[src/rtl/generatore_mosse_pkg.sv]
// Shared types, codes and helpers for the rock-paper-scissors move generator.
package generatore_mosse_pkg;

    localparam int unsigned LFSR_W = 8;
    localparam int unsigned CNT_W  = 5;

    typedef enum logic [1:0] {
        NESSUNA = 2'b00,
        SASSO   = 2'b01,
        CARTA   = 2'b10,
        FORBICE = 2'b11
    } mossa_t;

    localparam logic [1:0] MANCHE_NESSUNA = 2'b00;
    localparam logic [1:0] MANCHE_PRIMO   = 2'b01;
    localparam logic [1:0] MANCHE_SECONDO = 2'b10;
    localparam logic [1:0] MANCHE_PARI    = 2'b11;

    localparam logic [1:0] PARTITA_IN_CORSO = 2'b00;
    localparam logic [1:0] PARTITA_PRIMO    = 2'b01;
    localparam logic [1:0] PARTITA_SECONDO  = 2'b10;
    localparam logic [1:0] PARTITA_PARI     = 2'b11;
    localparam logic [1:0] VINC_TIMEOUT     = 2'b11;

    typedef enum logic [1:0] {
        S_IDLE  = 2'b00,
        S_START = 2'b01,
        S_PLAY  = 2'b10,
        S_DONE  = 2'b11
    } stato_t;

    // An all-zero seed would lock the LFSR, so it is forced to 1.
    function automatic logic [LFSR_W-1:0] seed_fix(input logic [LFSR_W-1:0] s);
        return (s == '0) ? LFSR_W'(1) : s;
    endfunction

    function automatic logic [LFSR_W-1:0] lfsr_next(input logic [LFSR_W-1:0] l);
        return {l[6:0], l[7] ^ l[5] ^ l[4] ^ l[3]};
    endfunction

    function automatic mossa_t to_move(input logic [LFSR_W-1:0] l);
        logic [1:0] b;
        b = l[1:0];
        return (b == 2'b00) ? SASSO : mossa_t'(b);
    endfunction

    function automatic logic [CNT_W-1:0] sat_inc(input logic [CNT_W-1:0] c);
        return (c == '1) ? c : c + CNT_W'(1);
    endfunction

endpackage

[src/rtl/lfsr8.sv]
// 8-bit Fibonacci LFSR with seed reload and step enable.
module lfsr8
    import generatore_mosse_pkg::*;
#(
    parameter logic [LFSR_W-1:0] SEED = 8'h01
)(
    input  logic              clk,
    input  logic              rst_i,
    input  logic              load_i,
    input  logic              en_i,
    output logic [LFSR_W-1:0] lfsr_o
);

    localparam logic [LFSR_W-1:0] SEED_EFF = seed_fix(SEED);

    logic [LFSR_W-1:0] lfsr_q, lfsr_d;

    always_comb begin
        lfsr_d = lfsr_q;
        if (load_i) begin
            lfsr_d = SEED_EFF;
        end else if (en_i) begin
            lfsr_d = lfsr_next(lfsr_q);
        end
    end

    always_ff @(posedge clk) begin
        if (rst_i) begin
            lfsr_q <= SEED_EFF;
        end else begin
            lfsr_q <= lfsr_d;
        end
    end

    assign lfsr_o = lfsr_q;

endmodule

[src/rtl/generatore_mosse.sv]
// Match sequencer: drives pseudo-random move pairs, tallies rounds and latches the result.
module generatore_mosse
    import generatore_mosse_pkg::*;
#(
    parameter logic [LFSR_W-1:0] SEED_1     = 8'hA5,
    parameter logic [LFSR_W-1:0] SEED_2     = 8'h3C,
    parameter int unsigned       MAX_MANCHE = 31
)(
    input  logic             clk,
    input  logic             RESET,
    input  logic             AVVIA,
    input  logic [1:0]       MANCHE,
    input  logic [1:0]       PARTITA,
    output logic [1:0]       PRIMO,
    output logic [1:0]       SECONDO,
    output logic             INIZIA,
    output logic             IN_CORSO,
    output logic             FINE,
    output logic [1:0]       VINCITORE,
    output logic             TIMEOUT,
    output logic [CNT_W-1:0] N_MANCHE,
    output logic [CNT_W-1:0] VITTORIE_1,
    output logic [CNT_W-1:0] VITTORIE_2
);

    localparam logic [LFSR_W-1:0] SEED1_EFF = seed_fix(SEED_1);
    localparam logic [LFSR_W-1:0] SEED2_EFF = seed_fix(SEED_2);
    localparam logic [CNT_W-1:0]  MAX_N     = CNT_W'(MAX_MANCHE);

    stato_t            stato_q, stato_d;
    logic [1:0]        primo_q, primo_d, secondo_q, secondo_d;
    logic              inizia_q, inizia_d, in_corso_q, in_corso_d;
    logic              fine_q, fine_d, timeout_q, timeout_d;
    logic [1:0]        vinc_q, vinc_d;
    logic [CNT_W-1:0]  n_q, n_d, v1_q, v1_d, v2_q, v2_d;
    logic [LFSR_W-1:0] lfsr1, lfsr2;
    logic              load_c, en_c;

    assign load_c = (stato_q == S_IDLE) || (stato_q == S_DONE);
    assign en_c   = (stato_q == S_START) || (stato_q == S_PLAY);

    lfsr8 #(.SEED(SEED_1)) u_lfsr_1 (
        .clk    (clk),
        .rst_i  (RESET),
        .load_i (load_c),
        .en_i   (en_c),
        .lfsr_o (lfsr1)
    );

    lfsr8 #(.SEED(SEED_2)) u_lfsr_2 (
        .clk    (clk),
        .rst_i  (RESET),
        .load_i (load_c),
        .en_i   (en_c),
        .lfsr_o (lfsr2)
    );

    // Moves are registered from the LFSR value the same edge will load.
    always_comb begin
        stato_d    = stato_q;
        primo_d    = NESSUNA;
        secondo_d  = NESSUNA;
        inizia_d   = 1'b0;
        in_corso_d = 1'b0;
        fine_d     = fine_q;
        timeout_d  = timeout_q;
        vinc_d     = vinc_q;
        n_d        = n_q;
        v1_d       = v1_q;
        v2_d       = v2_q;

        case (stato_q)
            S_IDLE, S_DONE: begin
                if (AVVIA) begin
                    stato_d   = S_START;
                    inizia_d  = 1'b1;
                    primo_d   = to_move(SEED1_EFF);
                    secondo_d = to_move(SEED2_EFF);
                    fine_d    = 1'b0;
                    timeout_d = 1'b0;
                    vinc_d    = 2'b00;
                    n_d       = '0;
                    v1_d      = '0;
                    v2_d      = '0;
                end
            end
            S_START: begin
                stato_d    = S_PLAY;
                in_corso_d = 1'b1;
                primo_d    = to_move(lfsr_next(lfsr1));
                secondo_d  = to_move(lfsr_next(lfsr2));
            end
            S_PLAY: begin
                in_corso_d = 1'b1;
                primo_d    = to_move(lfsr_next(lfsr1));
                secondo_d  = to_move(lfsr_next(lfsr2));
                if (MANCHE != MANCHE_NESSUNA) n_d  = sat_inc(n_q);
                if (MANCHE == MANCHE_PRIMO)   v1_d = sat_inc(v1_q);
                if (MANCHE == MANCHE_SECONDO) v2_d = sat_inc(v2_q);
                // A real match result beats the round-limit timeout.
                if (PARTITA != PARTITA_IN_CORSO) begin
                    stato_d = S_DONE;
                    vinc_d  = PARTITA;
                end else if ((MANCHE != MANCHE_NESSUNA) && (n_d >= MAX_N)) begin
                    stato_d   = S_DONE;
                    timeout_d = 1'b1;
                    vinc_d    = VINC_TIMEOUT;
                end
                if (stato_d == S_DONE) begin
                    fine_d     = 1'b1;
                    in_corso_d = 1'b0;
                    primo_d    = NESSUNA;
                    secondo_d  = NESSUNA;
                end
            end
            default: stato_d = S_IDLE;
        endcase
    end

    always_ff @(posedge clk) begin
        if (RESET) begin
            stato_q    <= S_IDLE;
            primo_q    <= 2'b00;
            secondo_q  <= 2'b00;
            inizia_q   <= 1'b0;
            in_corso_q <= 1'b0;
            fine_q     <= 1'b0;
            timeout_q  <= 1'b0;
            vinc_q     <= 2'b00;
            n_q        <= '0;
            v1_q       <= '0;
            v2_q       <= '0;
        end else begin
            stato_q    <= stato_d;
            primo_q    <= primo_d;
            secondo_q  <= secondo_d;
            inizia_q   <= inizia_d;
            in_corso_q <= in_corso_d;
            fine_q     <= fine_d;
            timeout_q  <= timeout_d;
            vinc_q     <= vinc_d;
            n_q        <= n_d;
            v1_q       <= v1_d;
            v2_q       <= v2_d;
        end
    end

    assign PRIMO      = primo_q;
    assign SECONDO    = secondo_q;
    assign INIZIA     = inizia_q;
    assign IN_CORSO   = in_corso_q;
    assign FINE       = fine_q;
    assign TIMEOUT    = timeout_q;
    assign VINCITORE  = vinc_q;
    assign N_MANCHE   = n_q;
    assign VITTORIE_1 = v1_q;
    assign VITTORIE_2 = v2_q;

endmodule

[config.mk]
export PLATFORM = sky130hd
export DESIGN_NAME = generatore_mosse
export DESIGN_NICKNAME = d
export VERILOG_FILES = /design/src/rtl/generatore_mosse_pkg.sv /design/src/rtl/lfsr8.sv /design/src/rtl/generatore_mosse.sv
export SDC_FILE = /design/constraint.sdc
export NUM_CORES = 1
export LEC_CHECK = 0
export BUFFER_PORTS_ARGS = -buffer_cell sky130_fd_sc_hd__buf_2
export CORE_AREA = 4 4 68 70
export CTS_CLUSTER_SIZE = 14
export DETAILED_ROUTE_END_ITERATION = 16
export DIE_AREA = 0 0 72 74
export GPL_TIMING_DRIVEN = 0
export PLACE_DENSITY = 0.72
export SKIP_LAST_GASP = 1
export SLEW_MARGIN = 20
export SYNTH_ARGS = -nofsm -noshare
export SYNTH_HDL_FRONTEND = slang
export SYNTH_SLANG_ARGS = --single-unit
[constraint.sdc]
create_clock -name clk -period 1.8 [get_ports clk]
set_clock_uncertainty 0.15 [all_clocks]
set_input_delay 0.27 -clock clk [delete_from_list [all_inputs] [get_ports clk]]
set_output_delay 0.27 -clock clk [all_outputs]
set_load 0.05 [all_outputs]
== Yosys cells after proc, flatten, opt, wreduce, memory -nomap -nowiden ==
Cells that the tools add are included.

* Logic and storage cells: 96
* Register bits: 43

* Reduce and logical (&&, ||, !) cells: 18
* Magnitude comparators: 1
* Mux-type cells: 36
* Bitwise gates (word level): 7
* Add/subtract/negate cells: 3
* Eq/ne operators: 18

{| class="wikitable"
|+ Operators with widths
! operator !! number
|-
| 2-to-1 mux 5 bit || 8
|-
| case mux 5 bit (2 select lines) || 3
|-
| 2-to-1 mux 2 bit || 11
|-
| case mux 2 bit (3 select lines) || 3
|-
| adder 5 x 1 -> 5 bit, second input constant || 3
|-
| equality test 5 bit, second input constant || 3
|-
| AND reduction 4 bit || 3
|-
| equality test 2 bit, second input constant || 4
|-
| != test 2 x 1 -> 1 bit, second input constant || 4
|-
| != test 2 bit, second input constant || 4
|-
| 2-to-1 mux 1 bit || 7
|-
| zero test 2 bit || 3
|-
| case mux 1 bit (2 select lines) || 3
|-
| AND reduction 3 bit || 2
|-
| nonzero test 2 bit || 3
|-
| OR reduction 2 bit || 3
|-
| XOR 1 bit || 6
|-
| greater-or-equal comparator 5 bit, second input constant || 1
|-
| equality test 2 x 1 -> 1 bit, second input constant || 2
|-
| case mux 2 bit (2 select lines) || 1
|-
| != test 3 x 1 -> 1 bit, second input constant || 1
|-
| logical OR 1 bit || 2
|-
| AND reduction 2 bit || 1
|-
| logical AND 1 bit || 1
|-
| NOT 1 bit || 1
|}

== Longest topological paths before layout ==
Gate-level depths: netlist of run 1.

* Depth after elaboration: 12
* Mapped depth: 8
* Depth with buffers taken out: 7

== By module ==
A second synthesis of run 1 with hierarchy kept.

* Cells, all modules: 229
* Area total of the unflattened synthesis: 2074.5 sq um

{| class="wikitable"
|+ Modules (own cells, without submodules)
! module !! cells an instance !! area an instance (sq um) !! instances
|-
| generatore_mosse || 170 || 1442.6 || 1
|-
| lfsr8 (u_lfsr_1) || 30 || 324.1 || 1
|-
| lfsr8 (u_lfsr_2) || 29 || 307.8 || 1
|}

== Worst setup path before layout of run 1 ==
Ideal clock, no wire load.

* Path kind: reg2reg
* Start point: register v2_q[0] (netlist: VITTORIE_2[0])
* End point: register v2_q[0] (netlist: VITTORIE_2[0])
* Path slack: -499 ps
* Cell stages (with the launch flop): 8
* Library setup time: 128 ps
* Arrival time: 2022 ps
* Cells stage by stage: dfxtp_1 ha_1 and3_1 ha_1 or3b_1 a21oi_2 mux2i_1 nor2_1

* Longest elaborated chain between the ends: 4
* Elaborated cells on any way between the ends: 7
* Classes of those cells: add/sub: 1; eq/ne: 2; mux: 3; reduce/logical: 1

{| class="wikitable"
|+ RTL lines
! element !! RTL line !! text
|-
| start: declaration || generatore_mosse.sv:35 || <nowiki>logic [CNT_W-1:0] n_q, n_d, v1_q, v1_d, v2_q, v2_d;</nowiki>
|-
| start signal: assignment || generatore_mosse.sv:144 || <nowiki>v2_q <= v2_d;</nowiki>
|-
| adder 5 x 1 -> 5 bit || generatore_mosse_pkg.sv:48 || <nowiki>return (c == '1) ? c : c + CNT_W'(1);</nowiki>
|-
| 2-to-1 mux 5 bit || generatore_mosse_pkg.sv:48 ||
|-
| 2-to-1 mux 5 bit || generatore_mosse.sv:99 || <nowiki>if (MANCHE == MANCHE_SECONDO) v2_d = sat_inc(v2_q);</nowiki>
|-
| case mux 5 bit (2 select lines) || generatore_mosse.sv:72 || <nowiki>case (stato_q)</nowiki>
|}

Parallel ways exist; a longest one is shown, timed or not. The select of a mux whose other input is x is not followed.
A chain may end at the register's enable or synchronous reset.

== Worst setup path after layout of run 1 ==
* Start point: register v1_q[0] (netlist: VITTORIE_1[0])
* End point: register v1_q[4] (netlist: VITTORIE_1[4])

* Longest elaborated chain between the ends: 4
* Elaborated cells on any way between the ends: 7
* Classes of those cells: add/sub: 1; eq/ne: 2; mux: 3; reduce/logical: 1

{| class="wikitable"
|+ RTL lines
! element !! RTL line !! text
|-
| start: declaration || generatore_mosse.sv:35 ||
|-
| start signal: assignment || generatore_mosse.sv:143 || <nowiki>v1_q <= v1_d;</nowiki>
|-
| adder 5 x 1 -> 5 bit || generatore_mosse_pkg.sv:48 ||
|-
| 2-to-1 mux 5 bit || generatore_mosse_pkg.sv:48 ||
|-
| 2-to-1 mux 5 bit || generatore_mosse.sv:98 || <nowiki>if (MANCHE == MANCHE_PRIMO) v1_d = sat_inc(v1_q);</nowiki>
|-
| case mux 5 bit (2 select lines) || generatore_mosse.sv:72 ||
|}

Parallel ways exist; a longest one is shown, timed or not. The select of a mux whose other input is x is not followed.

==> results.cfg, run 1 <==
[worst_setup_path]
worstReg2RegEnd = VITTORIE_1[4]$_SDFFE_PP0P_
cp-endpoint = VITTORIE_1[4]$_SDFFE_PP0P_
start_kind = register
worst_ep_required_time_ns = 1.83
criticalPathCategory = register to register
crit_fanout = 5
ff2ff_setup_slack_ns = -0.19
arrival_ns = 2.02
reg2reg_depth = 7
cp-startpoint = VITTORIE_1[0]$_SDFFE_PP0P_
r2r-start = VITTORIE_1[0]$_SDFFE_PP0P_
critPathCaptureType = register

[clocking]
cts_buffers = 5
clock-sinks = 43
clock_path_buffers = 2
cts_tree = built
clock_latency_ns = 0.31
cts-root-buf = clkbuf_8
htreeDepth = 2
cts.clk_slew.worst_paths_ns = 0.09

[synthesis]
syn_inst = 203
synth_area_leaders = dfxtp_1 (45%), mux2i_1 (4.7%), ha_1 (4.6%)
synth_edf_count = 0
yosysTopAreaCell = dfxtp_1
synth_xor_xnor_area_share_pct = 3.64
ys_seq_elements = 43
ys_warn_count = 0
syn_avg_cell_area_um2 = 9.48
muxShareOfSynthArea_pct = 5.40
syn_area_um2 = 1920
synth_top_family_by_area = simple AND/OR/NAND/NOR gates
synth.distinct_cells = 43
yosysTopAreaCellShare_pct = 44.7
ys_async_sr_fraction_pct = 0
synth_fp_nets = 217
yosysSeqAreaShare_pct = 44.7
synth_compound_area_share_pct = 16.2
synth-simple-area-share_pct = 22.2
synth_fa_ha_area_share_pct = 4.55
synth-main-ff-cell = dfxtp_1

[status]
outcome = finished, violations left
violations = setup timing

[drt]
vias = 1629
wl_mm = 4.41
ant_nets = 0
post_drt_wl_per_cell_um = 14.5
vias_per_cell = 5.34
drt-initial-drc-count = 93
drc = 0
firstDrtPassIters = 4

[grt]
grt_pass1_wl_mm = 7.43
grt_max_degree = 16
overflow = 0
grt_pass1_vias = 1617
grt.total_usage_pct = 17.9
antenna_found_initial = 0

[finish]
fin_nets = 268
syn2layout_area_growth_pct = 34.9
final_cells = 305
finalInstanceArea_um2 = 2590
antenna_cells = 0
final_common_cell = dfxtp_1
final_cell_mix = dfxtp_1 (32), buf_2 (29), nor2_1 (17), buf_4 (17), and2_1 (12)
drive_gt1_share_pct = 39.2

[floorplan]
chipHeight_um = 74
coreArea_um2 = 3970
die_x_um = 72
start_util_pct = 48.5
dieArea_um2 = 5330
rows = 23
boundaryPins = 32

[timing]
whs_ns = 0.168
tightest_slew_ns = 0.714
worst_slack_ns = -0.188
period_share_pct = 110
layout_min_cycle_time_ns = 1.99
slew_violations = 0
slew_headroom_pct = 52.3
setup_viol = 11
max_freq_mhz = 503
hold_viol_final = 0
rsz0062_at_grt = true

[min_path]
min_path_type = input pin to register
hold_path_startpoint = PARTITA[0]

[power]
leakagePower_nw = 1.06
powerDensity_nw_per_um2 = 1470
peakVddDrop_v = 0.000548

[placement]
place_congestion = 0.723
dpl-instance-area_um2 = 2300
dp.cells = 282
port_buffers = 29
post-dp-hpwl_mm = 2.99

[run]
cap_viol_max_count = 0
==> worst min path at each step <==
stage | endpoint | slack (ns) | cells past startpoint
5_1_grt | VINCITORE[0]$_SDFFE_PP0P_ | 0.19 | 3
6_report | VINCITORE[0]$_SDFFE_PP0P_ | 0.17 | 3
2_1_floorplan | u_lfsr_1.lfsr_o[2]$_SDFFE_PP1P_ | 0.24 | 1
3_5_place_dp | u_lfsr_1.lfsr_o[7]$_SDFFE_PP1P_ | 0.25 | 1
3_3_place_gp | u_lfsr_1.lfsr_o[7]$_SDFFE_PP1P_ | 0.24 | 1
4_1_cts | VINCITORE[0]$_SDFFE_PP0P_ | 0.16 | 3
==> layer usage <==
metal | part of all wire (%) | GRT usage (%) | routed length [um] | vias to the layer above
met2 | 47 | 29.9 | 2070 | 32
met5 | 0 | 0 | 0 | -
met4 | 1.3 | 5.64 | 57 | 0
met3 | 4.7 | 4.32 | 207 | 6
li1 | - | - | - | 821
met1 | 47 | 22.9 | 2080 | 770
==> where the power goes <==
part | total (mW) | internal [mW] | switching, mW | leakage (nW)
clock network | 0.727 | 0.364 | 0.363 | 0.0573
logic | 1.81 | 0.769 | 1.04 | 0.645
registers | 1.29 | 1.18 | 0.109 | 0.357
total | 3.82 | 2.31 | 1.51 | 1.06
==> cell usage after synthesis, types with 2 or more instances <==
| library cell | number |
|---|---|
| o21a_1 | 2 |
| o221ai_1 | 2 |
| a21boi_1 | 3 |
| buf_2 | 2 |
| clkbuf_1 | 7 |
| or3b_1 | 3 |
| a221o_1 | 2 |
| or3_1 | 8 |
| o2111ai_1 | 2 |
| nor2b_1 | 4 |
| dfxtp_1 | 43 |
| xnor2_1 | 7 |
| a21bo_2 | 2 |
| a211oi_1 | 5 |
| nand2_1 | 6 |
| nand2b_1 | 2 |
| o21ai_0 | 2 |
| mux2i_1 | 9 |
| ha_1 | 7 |
| inv_1 | 7 |
| nand3_1 | 4 |
| a21oi_1 | 10 |
| nor2_1 | 20 |
| and3_1 | 3 |
| nand3b_1 | 5 |
| and2_1 | 12 |
| a21oi_2 | 2 |
| a31oi_1 | 2 |
| or2_1 | 2 |
| nor3_1 | 5 |
==> layout make-up <==
cell class,count,area (um^2)
Fill cell,318,1380
Multi-Input combinational cell,144,1190
Sequential cell,43,890
Timing Repair Buffer,46,285
Clock buffer,6,93.8
Tap cell,50,62.6
Buffer,7,30.0
Inverter,7,26.3
Clock inverter,2,15.0
==> state kept, by name, indices dropped and copies added, names as in the netlist <==
name,cells
u_lfsr_1.lfsr_o,8
u_lfsr_2.lfsr_o,8
N_MANCHE,5
VITTORIE_1,5
VITTORIE_2,5
PRIMO,2
SECONDO,2
VINCITORE,2
stato_q,2
FINE,1
INIZIA,1
IN_CORSO,1
TIMEOUT,1
==> worst max-delay path, cell delays in order, from the launching register on <==
cell and delay (ns):
dfxtp_4 0.36, ha_4 0.15, and3_4 0.18, ha_4 0.14, or3b_4 0.39, a21oi_4 0.22, mux2i_1 0.22, nor2_1 0.05
==> through the flow <==
stage	total power, mW	setup TNS (ns)	setup slack [ns]	util (%)
floorplan	2.49	-1.77	-0.205	-
global placement	2.77	-2.54	-0.212	57.8
detailed placement	2.81	-3.26	-0.239	57.8
CTS	3.74	-1.86	-0.216	63.8
global route	4.05	-2.52	-0.283	65.3
finish	3.82	-1.66	-0.188	65.3
==> logic make-up after synthesis <==
group | after synthesis
buffers and inverters | 16
AND/OR/NAND/NOR | 76
flip-flops | 43
multiplexers | 10
XOR/XNOR | 8
AO/OA/AOI/OAI | 43
adder cells (fa/ha/maj) | 7
==> timing repair <==
| item | 4_1_cts | 5_1_grt |
|---|---|---|
| resized for setup | 8 | 11 |
| buffers inserted | 13 | 4 |
| hold buffers | 0 | 0 |
| setup endpoints to repair | 24 | 23 |
| gates cloned | 0 | 0 |
| pin swaps | 10 | 12 |
No activity file was read; power rests on OpenSTA's default activity.
==> run 2, diff against run 1 <==
--- a/config.mk
+++ b/config.mk
@@ -5,13 +5,14 @@
 export SDC_FILE = /design/constraint.sdc
 export NUM_CORES = 1
 export LEC_CHECK = 0
+export ABC_AREA = 1
 export BUFFER_PORTS_ARGS = -buffer_cell sky130_fd_sc_hd__buf_2
-export CORE_AREA = 4 4 68 70
+export CORE_AREA = 4 4 67 69
 export CTS_CLUSTER_SIZE = 14
 export DETAILED_ROUTE_END_ITERATION = 16
-export DIE_AREA = 0 0 72 74
+export DIE_AREA = 0 0 71 73
 export GPL_TIMING_DRIVEN = 0
-export PLACE_DENSITY = 0.72
+export PLACE_DENSITY = 0.73
 export SKIP_LAST_GASP = 1
 export SLEW_MARGIN = 20
 export SYNTH_ARGS = -nofsm -noshare
==> run 2 against run 1 <==
Critical path type unchanged. Critical endpoint is now VITTORIE_1[3]$_SDFFE_PP0P_. Clock power shrank 8.0%. The flow now finishes without violations. Sequential power grew 5%. Largest power group unchanged. Register-to-register slack gained 0.25 ns.
==> results.cfg, run 2 <==
[power]
peakVddDrop_v = 0.000789
pwr-share-clk_pct = 16.4
leakagePower_nw = 1.15
power_switching_mw = 1.78
pwr-share-seq_pct = 33.3
internal-power_mw = 2.30
p_comb_share_pct = 50.3
p_sw_share_pct = 43.6
powerDensity_nw_per_um2 = 1660
power_mw = 4.07

[synthesis]
syn_avg_cell_area_um2 = 7.72
yosys-top-cells-count = nand2_1 (50), dfxtp_1 (43), inv_1 (32)
ys_async_sr_fraction_pct = 0
syn_inst = 243
yosysTopAreaCellShare_pct = 45.9
synth_edf_count = 0
synth_area_leaders = dfxtp_1 (46%), nand2_1 (10%), inv_1 (6.4%)
synth-main-ff-cell = dfxtp_1
ys_seq_elements = 43
synth_fp_nets = 257
synth.distinct_cells = 27
ys_warn_count = 0
yosysSeqAreaShare_pct = 45.9
yosysTopAreaCell = dfxtp_1
synth.most_common_cell = nand2_1
syn_area_um2 = 1880

[clocking]
cts-root-buf = clkbuf_8
cts_tree = built
hold_buffers = 0
cts.clk_slew.worst_paths_ns = 0.08
clock-sinks = 43
clock_path_buffers = 2
htreeDepth = 2
cts_buffers = 5
clock_latency_ns = 0.29

[status]
outcome = finished, final reports clean

[timing]
max_freq_mhz = 576
hold_viol_final = 0
slew_headroom_pct = 66.4
tightest_slew_ns = 0.504
setup_tns_ns = 0
rsz0062_at_grt = true
layout_min_cycle_time_ns = 1.74
period_share_pct = 96.5
slew_violations = 0
setup_viol = 0

[floorplan]
chipHeight_um = 73
coreArea_um2 = 3910
start_util_pct = 47.9
dieArea_um2 = 5180
boundaryPins = 32
rows = 23
die_x_um = 71

[worst_setup_path]
worst_ep_required_time_ns = 1.82
ff2ff_setup_slack_ns = 0.06
criticalPathCategory = register to register
crit_fanout = 4
critPathCaptureType = register
start_kind = register
arrival_ns = 1.76

[placement]
dpl-instance-area_um2 = 2130
port_buffers = 31
dp.cells = 324
post-dp-hpwl_mm = 2.76
place_congestion = 0.793

[grt]
grt_pass1_wl_mm = 6.39
overflow = 0
grt_pass1_vias = 1526
grt_max_degree = 14
grt.total_usage_pct = 15.4
antenna_found_initial = 0

[drt]
firstDrtPassIters = 4
post_drt_wl_per_cell_um = 11.8
vias_per_cell = 4.83
drt-initial-drc-count = 88
drc = 0
wl_mm = 4.06
vias = 1668
ant_nets = 0

[finish]
final_common_cell = nand2_1
finalInstanceArea_um2 = 2450
syn2layout_area_growth_pct = 30.8
final_cells = 345
fin_nets = 308
antenna_cells = 0
drive_gt1_share_pct = 36.9
post-route-util_pct = 62.7
final_cell_mix = nand2_1 (46), dfxtp_1 (32), buf_2 (32)

[run]
cap_viol_max_count = 0

[min_path]
min_path_type = input pin to register
run 2: cell types whose count changed after synthesis, sizes merged, moves of 5 or more:
cell | before | now
or2 | 2 | 7
and2 | 12 | 0
or3 | 8 | 0
clkbuf | 7 | 2
nand2 | 6 | 55
o21ai | 3 | 9
nor2 | 20 | 26
nand3 | 4 | 21
mux2i | 10 | 0
inv | 7 | 37
a211oi | 5 | 0
run 2: repair_timing:
action                                 4_1_cts  5_1_grt
pin swaps                                    3        8
setup buffers                                4        9
setup endpoints to repair                   18       17
endpoints found under the hold margin        0        0
gates resized for setup                     10       18
gates cloned                                 0        0
run 2: routing by layer:
layer / global-route usage (%) / part of all wire (%) / routed length (um)
met2: 24.8 / 47 / 1920
met1: 19.6 / 47 / 1930
met5: 0 / 0 / 0
met4: 6.05 / 1.3 / 52
met3: 4.13 / 3.8 / 155
run 2: stage by stage:
stage,hold WS [ns],worst slack [ns]
after CTS,0.0511,0.00896
after detailed placement,0.249,-0.222
after floorplan,0.179,-0.0112
after global routing,0.0876,-0.0770
final,0.0787,0.0625
after global placement,0.245,-0.207
run 2: worst paths after layout:
path / from / end / depth (start not counted)
max reg2reg: VITTORIE_1[1]$_SDFFE_PP0P_ / VITTORIE_1[3]$_SDFFE_PP0P_ / 10
max: VITTORIE_1[1]$_SDFFE_PP0P_ / VITTORIE_1[3]$_SDFFE_PP0P_ / 10
min reg2reg: u_lfsr_1.lfsr_o[2]$_SDFFE_PP1P_ / u_lfsr_1.lfsr_o[3]$_SDFFE_PP0P_ / 2
min: AVVIA / stato_q[1]$_SDFFE_PP0P_ / 2
run 2: kinds of logic after synthesis:
group / count (synthesis) / synth area share (%)
AND/OR/NAND/NOR: 116 / 28.5
flip-flops: 43 / 45.9
buffers and inverters: 40 / 8.21
AO/OA/AOI/OAI: 29 / 9.01
XOR/XNOR: 8 / 3.74
adder cells (fa/ha/maj): 7 / 4.67
run 2: final cells by class:
cell class | count | area [um^2]
fill | 353 | 1460
multi-input combinational | 160 | 993
sequential | 43 | 885
timing repair buffer | 44 | 253
inverter | 37 | 144
clock buffer | 7 | 96.3
tap | 50 | 62.6
buffer | 3 | 13.8
clock inverter | 1 | 6.26
run 2: power by group through the flow:
| stage | sequential, mW | combinational, mW | clock, mW |
|---|---|---|---|
| floorplan | 1.73 | 0.883 | 0 |
| global placement | 1.37 | 1.55 | 0 |
| detailed placement | 1.38 | 1.58 | 0 |
| CTS | 1.36 | 1.76 | 0.687 |
| global route | 1.38 | 2.24 | 0.718 |
| finish | 1.36 | 2.05 | 0.669 |
run 2: worst max-delay path, cell delays in order (launching register included):
cell,delay (ns)
dfxtp_4,0.36
ha_4,0.16
inv_2,0.05
nor3_2,0.04
ha_2,0.18
o31ai_4,0.18
nand2_2,0.11
inv_2,0.09
nand4_1,0.09
xor2_1,0.15
nor2_1,0.05
==> run 3, diff against run 2 <==
--- a/config.mk
+++ b/config.mk
@@ -7,12 +7,15 @@
 export LEC_CHECK = 0
 export ABC_AREA = 1
 export BUFFER_PORTS_ARGS = -buffer_cell sky130_fd_sc_hd__buf_2
-export CORE_AREA = 4 4 67 69
+export CELL_PAD_IN_SITES_DETAIL_PLACEMENT = 0
+export CELL_PAD_IN_SITES_GLOBAL_PLACEMENT = 1
+export CORE_AREA = 4 4 72 74
 export CTS_CLUSTER_SIZE = 14
 export DETAILED_ROUTE_END_ITERATION = 16
-export DIE_AREA = 0 0 71 73
+export DIE_AREA = 0 0 76 78
+export GPL_ROUTABILITY_DRIVEN = 0
 export GPL_TIMING_DRIVEN = 0
-export PLACE_DENSITY = 0.73
+export PLACE_DENSITY_LB_ADDON = 0.1
 export SKIP_LAST_GASP = 1
 export SLEW_MARGIN = 20
 export SYNTH_ARGS = -nofsm -noshare
==> constraint.sdc (replaced) <==
create_clock -name clk -period 2.2 [get_ports clk]
set_clock_uncertainty 0.15 [all_clocks]
set_input_delay 0.33 -clock clk [delete_from_list [all_inputs] [get_ports clk]]
set_output_delay 0.33 -clock clk [all_outputs]
set_load 0.05 [all_outputs]
==> run 3 against run 2 <==
Clock power shrank 25%. Routed wire length decreased by 9.4%. Largest cell class unchanged. Global-route usage fell by 1.7 points. Count of clock-buffer cells in the layout down 1. Largest power group unchanged. Register-to-register slack better by 0.12 ns. Hold slack improved by 0.012 ns. Cell count down 2.9%. Critical path depth decreased by 2. Maximum frequency fell by 14%. Combinational power is 38% lower. Via count is 6.7% lower. Non-clock buffer count fell by 14.
==> results.cfg, run 3 (synthesis results as in run 2) <==
[clocking]
post-cts-setup-buffer-count = 0
clock-sinks = 43
htreeDepth = 2
cts-root-buf = clkbuf_8
cts_buffers = 5
cts.clk_slew.worst_paths_ns = 0.08
cts_tree = built
clock_path_buffers = 2
clock_latency_ns = 0.30

[worst_setup_path]
worst_ep_required_time_ns = 2.22
critPathCaptureType = register
criticalPathCategory = register to register
arrival_ns = 2.04
cp_slowest_stage_delay_ns = 0.38
r2r-start = stato_q[0]$_SDFFE_PP0P_
ff2ff_setup_slack_ns = 0.19
crit_path_top_delay_cell = dfxtp_1
worstPathCellList = inv_1 > ha_1 > o21ai_1 > nand2_1 > inv_2 > nand4_1 > xor2_1 > nor2_1
crit_fanout = 6
start_kind = register
worstReg2RegEnd = VITTORIE_1[3]$_SDFFE_PP0P_
reg2reg_depth = 8

[floorplan]
boundaryPins = 32
die_x_um = 76
dieArea_um2 = 5930
coreArea_um2 = 4600
chipHeight_um = 78
start_util_pct = 40.8
rows = 25

[grt]
grt_pass1_wl_mm = 6.60
grt_pass1_vias = 1454
grt_max_degree = 14
antenna_found_initial = 0
overflow = 0
grt.total_usage_pct = 13.7

[min_path]
hold-path-cell-count = 2
min_path_type = input pin to register
hold_path_startpoint = AVVIA
hold_path_end = stato_q[1]$_SDFFE_PP0P_

[finish]
fin_nets = 294
syn2layout_area_growth_pct = 16.3
ff_latch_area_um2 = 861
final_common_cell = nand2_1
antenna_cells = 0
multi_input_area_um2 = 863
final_cell_mix = nand2_1 (50), dfxtp_1 (43), inv_1 (32), buf_2 (32), nor2_1 (20)
drive_gt1_share_pct = 23.1
fillers = 523

[drt]
dr.max_layer_used = met4
route.met2.wl_mm = 1.58
ant_nets = 0
wl_mm = 3.68
met1_length_mm = 1.87
post_drt_wl_per_cell_um = 11.0
drt-initial-drc-count = 48
firstDrtPassIters = 5
wl_met3_um = 148
vias = 1556
drc = 0
vias_per_cell = 4.64

[placement]
port_buffers = 31
post-dp-hpwl_mm = 2.81

[run]
cap_viol_max_count = 0

[power]
power_mw = 2.87
powerDensity_nw_per_um2 = 1320
leakagePower_nw = 1.06
peakVddDrop_v = 0.000631

[timing]
max_freq_mhz = 496
period_share_pct = 91.6
setup_tns_ns = 0
setup_viol = 0
hold_viol_final = 0
slew_headroom_pct = 60.0
rsz0062_at_grt = false
tightest_slew_ns = 0.593
layout_min_cycle_time_ns = 2.01
slew_violations = 0

[status]
outcome = finished, final reports clean
==> run 3: cell count changes in the layout (fill, tap and decap cells not counted), sizes merged <==
cell      change
buf          -13
clkbuf        -2
clkinv        +1
clkinvlp      +1
inv           -1
==> run 3: how the worst max path moves through the flow <==
stage                                         from                              end
after floorplan           N_MANCHE[0]$_SDFFE_PP0P_        VINCITORE[0]$_SDFFE_PP0P_
after global placement     stato_q[0]$_SDFFE_PP0P_  u_lfsr_2.lfsr_o[4]$_SDFFE_PP1P_
after detailed placement   stato_q[0]$_SDFFE_PP0P_  u_lfsr_2.lfsr_o[4]$_SDFFE_PP1P_
after CTS                  stato_q[0]$_SDFFE_PP0P_  u_lfsr_2.lfsr_o[4]$_SDFFE_PP1P_
after global routing       stato_q[0]$_SDFFE_PP0P_       VITTORIE_1[3]$_SDFFE_PP0P_
final                      stato_q[0]$_SDFFE_PP0P_       VITTORIE_1[3]$_SDFFE_PP0P_
==> run 3: per-stage QoR <==
stage               cells  instance area, um^2  hold slack, ns  setup WS (ns)  util, %
CTS                   336                 2190          0.0856          0.113     47.5
floorplan             243                 1880           0.243         0.0844        -
finish                335                 2180          0.0903          0.186     47.5
global route          335                 2180          0.0976         0.0126     47.5
detailed placement    328                 2100           0.249         0.0142     45.6
global placement      328                 2100           0.244         0.0202     45.6
==> run 3: area by class of cell <==
type | count | share of cell area, %
multi-input cells | 160 | 39.6
flip-flops and latches | 43 | 39.4
repair buffers | 31 | 7.11
inverters | 37 | 6.48
clock buffers | 6 | 3.33
well taps | 54 | 3.10
clock inverters | 2 | 0.573
plain buffers | 2 | 0.401
==> run 3: repair_timing <==
action,in CTS,in global routing
gates cloned,0,0
resized for setup,1,0
hold buffers,0,0
endpoints found under the setup margin,1,2
==> run 3: power by group <==
| group | switching [mW] | internal, mW | total [mW] |
|---|---|---|---|
| registers | 0.108 | 0.987 | 1.09 |
| clock network | 0.277 | 0.222 | 0.499 |
| logic | 0.908 | 0.370 | 1.28 |
==> run 3: layer usage <==
| metal | global-route usage [%] | vias to the layer above |
|---|---|---|
| met5 | 0 | - |
| met4 | 6.41 | 0 |
| met3 | 3.71 | 8 |
| met2 | 20.2 | 26 |
| met1 | 18.4 | 681 |
| li1 | - | 841 |
==> run 3: worst max-delay path, delay by kind of cell (launching register included) <==
family	cells	cell delay [ns]
compound gates	1	0.30
fa+ha+maj	1	0.35
xor+xnor	1	0.14
buf+inv	2	0.22
flops	1	0.38
simple gates	3	0.35
